### src/rtl/fp2int_seq_cvt.sv
// FP32 -> INT32/UINT32 converter (FCVT.W.S / FCVT.WU.S) with all RISC-V rounding modes and NV/NX flags.
// Alignment is serial (1 bit/cycle) unless FCVT_FAST_SHIFT_EN selects a single-cycle barrel shift.
module fp2int_seq_cvt (
  input  logic        clk,
  input  logic        rst_n,
  input  logic        in_valid,
  output logic        in_ready,
  input  logic [31:0] fp_in,
  input  logic        is_unsigned,
  input  logic [2:0]  rm,
  output logic        out_valid,
  input  logic        out_ready,
  output logic [31:0] int_out,
  output logic [4:0]  fflags
);

  typedef enum logic [1:0] {IDLE, SHIFT, ROUND, DONE} state_t;

  state_t      state_q, state_d;
  logic [4:0]  cnt_q, cnt_d;
  logic [31:0] mag_q, mag_d;
  logic        guard_q, guard_d;
  logic        sticky_q, sticky_d;
  logic        sign_q, sign_d;
  logic        uns_q, uns_d;
  logic        left_q, left_d;
  logic [2:0]  rm_q, rm_d;
  logic        in_ready_q, in_ready_d;
  logic        out_valid_q, out_valid_d;
  logic [31:0] int_out_q, int_out_d;
  logic [4:0]  fflags_q, fflags_d;
`ifdef FCVT_FAST_SHIFT_EN
  logic        aligned_q, aligned_d;
  logic [63:0] wide_s;
`endif

  logic        is_nan_s, is_big_s, is_zero_s;
  logic signed [9:0] e_s, diff_s;
  logic        inc_s, inexact_s, nv_s;
  logic [32:0] m33_s;
  logic [31:0] res_s;

  // Operand classification and rounding/range datapath.
  always_comb begin
    is_nan_s  = (fp_in[30:23] == 8'hFF) && (fp_in[22:0] != 23'd0);
    is_big_s  = (fp_in[30:23] >= 8'd159);
    is_zero_s = (fp_in[30:0] == 31'd0);
    if (fp_in[30:23] == 8'd0) begin
      e_s = -10'sd126;
    end else begin
      e_s = $signed({2'b00, fp_in[30:23]}) - 10'sd127;
    end
    diff_s = 10'sd23 - e_s;

    inexact_s = guard_q | sticky_q;
    case (rm_q)
      3'd1:    inc_s = 1'b0;
      3'd2:    inc_s = sign_q & inexact_s;
      3'd3:    inc_s = ~sign_q & inexact_s;
      3'd4:    inc_s = guard_q;
      default: inc_s = guard_q & (sticky_q | mag_q[0]);
    endcase
    m33_s = {1'b0, mag_q} + {32'd0, inc_s};

    nv_s  = 1'b0;
    res_s = m33_s[31:0];
    if (!uns_q) begin
      if (!sign_q && (m33_s > 33'h0_7FFF_FFFF)) begin
        res_s = 32'h7FFF_FFFF;
        nv_s  = 1'b1;
      end else if (sign_q && (m33_s > 33'h0_8000_0000)) begin
        res_s = 32'h8000_0000;
        nv_s  = 1'b1;
      end else if (sign_q) begin
        res_s = 32'd0 - m33_s[31:0];
      end else begin
        res_s = m33_s[31:0];
      end
    end else begin
      if (sign_q && (m33_s != 33'd0)) begin
        res_s = 32'd0;
        nv_s  = 1'b1;
      end else if (sign_q) begin
        res_s = 32'd0;
      end else if (m33_s > 33'h0_FFFF_FFFF) begin
        res_s = 32'hFFFF_FFFF;
        nv_s  = 1'b1;
      end else begin
        res_s = m33_s[31:0];
      end
    end
  end

  // Next-state logic for the conversion sequence.
  always_comb begin
    state_d     = state_q;
    cnt_d       = cnt_q;
    mag_d       = mag_q;
    guard_d     = guard_q;
    sticky_d    = sticky_q;
    sign_d      = sign_q;
    uns_d       = uns_q;
    left_d      = left_q;
    rm_d        = rm_q;
    in_ready_d  = in_ready_q;
    out_valid_d = out_valid_q;
    int_out_d   = int_out_q;
    fflags_d    = fflags_q;
`ifdef FCVT_FAST_SHIFT_EN
    aligned_d   = aligned_q;
    wide_s      = {mag_q, 32'd0} >> cnt_q;
`endif
    case (state_q)
      IDLE: begin
        if (in_valid) begin
          in_ready_d = 1'b0;
          sign_d     = fp_in[31];
          uns_d      = is_unsigned;
          rm_d       = rm;
          guard_d    = 1'b0;
          sticky_d   = 1'b0;
          mag_d      = {8'd0, (fp_in[30:23] != 8'd0), fp_in[22:0]};
          left_d     = (e_s >= 10'sd23);
          if (e_s >= 10'sd23) begin
            cnt_d = 5'(e_s - 10'sd23);
          end else begin
            cnt_d = (diff_s > 10'sd25) ? 5'd25 : 5'(diff_s);
          end
`ifdef FCVT_FAST_SHIFT_EN
          aligned_d = 1'b0;
`endif
          // Specials enter DONE with out_valid still low; DONE raises it next cycle.
          if (is_nan_s) begin
            state_d   = DONE;
            int_out_d = is_unsigned ? 32'hFFFF_FFFF : 32'h7FFF_FFFF;
            fflags_d  = 5'b10000;
          end else if (is_big_s) begin
            state_d   = DONE;
            fflags_d  = 5'b10000;
            if (!fp_in[31]) begin
              int_out_d = is_unsigned ? 32'hFFFF_FFFF : 32'h7FFF_FFFF;
            end else begin
              int_out_d = is_unsigned ? 32'h0000_0000 : 32'h8000_0000;
            end
          end else if (is_zero_s) begin
            state_d   = DONE;
            int_out_d = 32'd0;
            fflags_d  = 5'b00000;
          end else begin
            state_d = SHIFT;
          end
        end else begin
          in_ready_d = 1'b1;
        end
      end
      SHIFT: begin
`ifdef FCVT_FAST_SHIFT_EN
        if (!aligned_q) begin
          aligned_d = 1'b1;
          if (left_q) begin
            mag_d = mag_q << cnt_q;
          end else begin
            mag_d    = wide_s[63:32];
            guard_d  = wide_s[31];
            sticky_d = |wide_s[30:0];
          end
        end else begin
          state_d = ROUND;
        end
`else
        if (cnt_q != 5'd0) begin
          cnt_d = cnt_q - 5'd1;
          if (left_q) begin
            mag_d = {mag_q[30:0], 1'b0};
          end else begin
            mag_d    = {1'b0, mag_q[31:1]};
            guard_d  = mag_q[0];
            sticky_d = sticky_q | guard_q;
          end
        end else begin
          state_d = ROUND;
        end
`endif
      end
      ROUND: begin
        state_d     = DONE;
        out_valid_d = 1'b1;
        int_out_d   = res_s;
        fflags_d    = {nv_s, 3'b000, ~nv_s & inexact_s};
      end
      DONE: begin
        if (out_valid_q && out_ready) begin
          state_d     = IDLE;
          out_valid_d = 1'b0;
          in_ready_d  = 1'b1;
        end else begin
          out_valid_d = 1'b1;
        end
      end
      default: begin
        state_d     = IDLE;
        in_ready_d  = 1'b1;
        out_valid_d = 1'b0;
      end
    endcase
  end

  // State and output registers with synchronous reset.
  always_ff @(posedge clk) begin
    if (!rst_n) begin
      state_q     <= IDLE;
      cnt_q       <= 5'd0;
      mag_q       <= 32'd0;
      guard_q     <= 1'b0;
      sticky_q    <= 1'b0;
      sign_q      <= 1'b0;
      uns_q       <= 1'b0;
      left_q      <= 1'b0;
      rm_q        <= 3'd0;
      in_ready_q  <= 1'b1;
      out_valid_q <= 1'b0;
      int_out_q   <= 32'd0;
      fflags_q    <= 5'd0;
`ifdef FCVT_FAST_SHIFT_EN
      aligned_q   <= 1'b0;
`endif
    end else begin
      state_q     <= state_d;
      cnt_q       <= cnt_d;
      mag_q       <= mag_d;
      guard_q     <= guard_d;
      sticky_q    <= sticky_d;
      sign_q      <= sign_d;
      uns_q       <= uns_d;
      left_q      <= left_d;
      rm_q        <= rm_d;
      in_ready_q  <= in_ready_d;
      out_valid_q <= out_valid_d;
      int_out_q   <= int_out_d;
      fflags_q    <= fflags_d;
`ifdef FCVT_FAST_SHIFT_EN
      aligned_q   <= aligned_d;
`endif
    end
  end

  assign in_ready  = in_ready_q;
  assign out_valid = out_valid_q;
  assign int_out   = int_out_q;
  assign fflags    = fflags_q;

endmodule

### config.mk
export PLATFORM = sky130hd
export DESIGN_NAME = fp2int_seq_cvt
export DESIGN_NICKNAME = d
export VERILOG_FILES = /design/src/rtl/fp2int_seq_cvt.sv
export SDC_FILE = /design/constraint.sdc
export NUM_CORES = 1
export LEC_CHECK = 0
export ABC_AREA = 1
export BUFFER_PORTS_ARGS = -buffer_cell sky130_fd_sc_hd__buf_2
export CORE_MARGIN = 2
export CORE_UTILIZATION = 66
export DETAILED_ROUTE_END_ITERATION = 10
export HOLD_SLACK_MARGIN = 0.06
export PLACE_DENSITY = 0.95
export SLEW_MARGIN = 40
export SYNTH_ARGS = -nofsm -noshare
export SYNTH_HDL_FRONTEND = slang
export SYNTH_SLANG_ARGS = --single-unit
### constraint.sdc
create_clock -name clk -period 5.5 [get_ports clk]
set_input_delay 0.55 -clock clk [delete_from_list [all_inputs] [get_ports clk]]
set_output_delay 0.55 -clock clk [all_outputs]
set_load 0.02 [all_outputs]
==> out/qor.txt <==
Status = finished clean
Final Hold Viols = 0
Layout cells sized above 1 = 10.2%
Clock skew = 7.90 ps
Critical path's slowest cell = nand3_2
Post-route ant nets = 0
P per Cell Area = 514 nW/um^2
CP Capture Type = register
Net count, final = 1490
# hold bufs at CTS = 0
Max-cap check violation count = 0
Clk sink count = 83
WP data arrival = 4460 ps
# IOs = 79
Vias = 9778
Filler instances = 1008
RR Startpoint = mag_q[0]$_SDFFE_PN0P_
Synth Warn # = 0
Final setup violating endpoints = 0
Port bufs = 75
Slew HR = 50.9%
Clk_lat worst skew = 360 ps
Worst VDD drop = 0.394 mV
Die height = 112 um
Vias per cell = 6.18
Clock Pin Slew Worst Setup and Hold Paths = 70 ps
Max Fclk = 0.239 GHz
GRT overflow = 0
DRC = 0
Post-synth top area cell = nand2_1
Sum Neg Setup Slack = 0 ps
Syn avg cell area = 5.49 sq um
CTS tree = yes
Register area share after synthesis = 21.7%
Core region area = 11400 sq um
Worst-Margin Slew = 736 ps
DR iter-0 viols = 1351
Top cell by count, worst path = nand2_1
Site row count = 39
Fin crit period = 4180 ps
WS Path Type = register to register
Top area cells in the synthesized netlist = nand2_1 (26%), dfxtp_1 (22%), nand3_1 (10%), o21ai_0 (6.6%), nor2_1 (6.1%)
Hold Path Origin = rm[1]
H-tree Lvls = 3
Final Cycle Share = 75.9%
Largest net degree at the start of global routing = 69
Die W = 112 um
Number of global-route vias before repair = 9069
Die ar. = 12500 sq um
Pleak = 4.19 nW
CP Launch Type = register
Avg WL per Cell = 16.6 um
Final core utilization = 73.7%
Initial Utilization = 67.5%
CTS root buffer = clkbuf_16
RSZ-0062 raised after global routing = no
Post-CTS Setup Inserts = 0
Synth-to-Final Area Change = 9.15%
First-pass GRT wire length = 43.6 mm
Post-Synthesis Cells = 1399
Crit-path cells = o21ai_0 -> o21ai_0 -> o311ai_0 -> nand2_1 -> ha_1 -> ha_1 -> nand2_1 -> nor2_4 -> nand2_2 -> nor2_1 -> nand2_1 -> inv_1 -> nand4_1 -> buf_4 -> nand2_1 -> inv_1 -> nand2_1 -> nand3_2 -> nand2_1 -> nand2_1 -> nand2_1 -> nand2_1 -> a21oi_1
Mapped cell area = 7670 sq um
DRT Wirelength = 26.3 mm
Number of gates resized after cts = 0
Critical-path maximum fanout = 35
GRT Util Overall = 42.5%
Initial antenna violation count = 0
Ant diodes = 0
Max clock buf depth = 2
Final Slew Violations = 0
Drt first pass iters = 6
Total CTS buffers = 9
Synth cell types = 39
Critical path origin = mag_q[0]$_SDFFE_PN0P_
Synth Register Bits = 83
GPL Wtd Cong = 1.05
Critical Path RT = 5780 ps
Critical Path Max Stage Delay = 510 ps
Share of the synthesized area in the top cell type = 25.9%
DP Worst Slack = 1430 ps
Worst Hold Class = input port to register
Post-route setup slack = 1320 ps
HPWL after DPL = 19.8 mm
==> critical path, delay by kind of cell (launching register included) <==
kind                     cells  cell delay, ps
buffers and inverters        3             380
adder cells (fa/ha/maj)      2             450
flip-flops                   1             450
AND/OR/NAND/NOR             14            2260
AO/OA/AOI/OAI                4             530
==> synthesized netlist by cell type <==
library cell,n
buf_2,7
nand3_2,2
buf_6,3
clkinv_1,3
o211ai_1,4
buf_1,7
a221oi_1,3
o2111ai_1,1
o21ai_0,101
inv_1,103
buf_4,3
nand2_1,530
a21oi_1,81
o22ai_1,1
nor2_1,124
clkinv_2,1
nor2_4,6
clkbuf_1,41
xor2_1,8
nand3b_1,7
nor2_8,1
nor2_2,7
inv_2,11
nand3_1,153
or2_2,3
a211oi_1,5
o221ai_1,21
conb_1,1
nand2_4,1
o21ai_1,2
nand2_2,11
nor3_1,15
nand4_1,20
nor4_1,5
nor3b_1,1
a31oi_1,6
dfxtp_1,83
ha_1,16
o311ai_0,1
==> registers in the layout, summed over array words and instances, names as in the netlist, 2 cells and up <==
| register | cells |
|---|---|
| state_q | 2 |
| mag_q | 32 |
| rm_q | 3 |
| cnt_q | 5 |
| int_out | 32 |
| fflags | 2 |
==> worst paths after layout <==
kind                              end  cells after the start  slack [ps]
max          int_out[27]$_SDFFE_PN0P_                     23        1320
min              rm_q[1]$_SDFFE_PN0P_                      3         440
max reg2reg  int_out[27]$_SDFFE_PN0P_                     23        1320
min reg2reg    fflags[0]$_SDFFE_PN0P_                      2         490
==> stage by stage <==
stage               cell area, sq um  std cells  hold slack, ps  total power, mW
finish                          8380       1582             443             4.31
global route                    8380       1582             460             4.65
CTS                             8370       1582             450             4.22
detailed placement              8040       1566             479             3.51
global placement                8030       1566             467             3.46
floorplan                       7680       1401             449             2.84
==> cell families (layout without fill, tap and decap cells) <==
family          Yosys count  in the layout  synth area share (%)
buf+inv                 179            217                  9.33
other cells               1              3                0.0489
xor+xnor                  8              8                 0.913
compound gates          226            226                  16.4
flops                    83             83                  21.7
fa+ha+maj                16             16                  2.61
simple gates            886            886                  49.0
==> cells in the final DEF (no fill, tap or decap), types with 2 or more instances in the layout <==
master	Yosys	routed
o211ai_1	4	4
nand3_2	2	3
o221ai_1	21	21
clkbuf_16	0	9
a31oi_1	6	6
a21oi_1	81	80
nand4_1	20	20
nand3_1	153	152
bufinv_16	0	2
a221oi_1	3	3
o21ai_1	2	2
nor2_1	124	124
or2_2	3	3
ha_1	16	16
xor2_1	8	8
a211oi_1	5	5
nor3_1	15	15
buf_4	3	9
nor2_4	6	6
o21ai_0	101	101
inv_2	11	12
clkinv_1	3	3
nand2_1	530	528
nor4_1	5	5
nand3b_1	7	7
conb_1	1	3
inv_1	103	102
buf_2	7	74
dfxtp_1	83	83
nand2_2	11	13
nor2_2	7	7
==> metal layers <==
metal / global-route usage [%] / routed length (um) / vias up
met5: 0 / 0 / -
met4: 21.6 / 1320 / 0
met3: 8.49 / 2760 / 124
met2: 68.2 / 11900 / 596
met1: 54.3 / 10300 / 4412
li1: - / - / 4646
==> final cells by class <==
type	instances	area [sq um]	area share (%)
multi-input cells	1139	5320	63.5
clock buffers	10	239	2.85
flip-flops and latches	83	1660	19.8
clock inverters	6	96.3	1.15
repair buffers	83	438	5.23
well taps	143	179	2.14
inverters	118	444	5.30
==> report_power, final <==
part,internal (mW),switching [mW]
registers,0.843,0.217
clock network,0.416,0.282
logic,0.749,1.80
No activity file was read; power rests on OpenSTA's default activity.
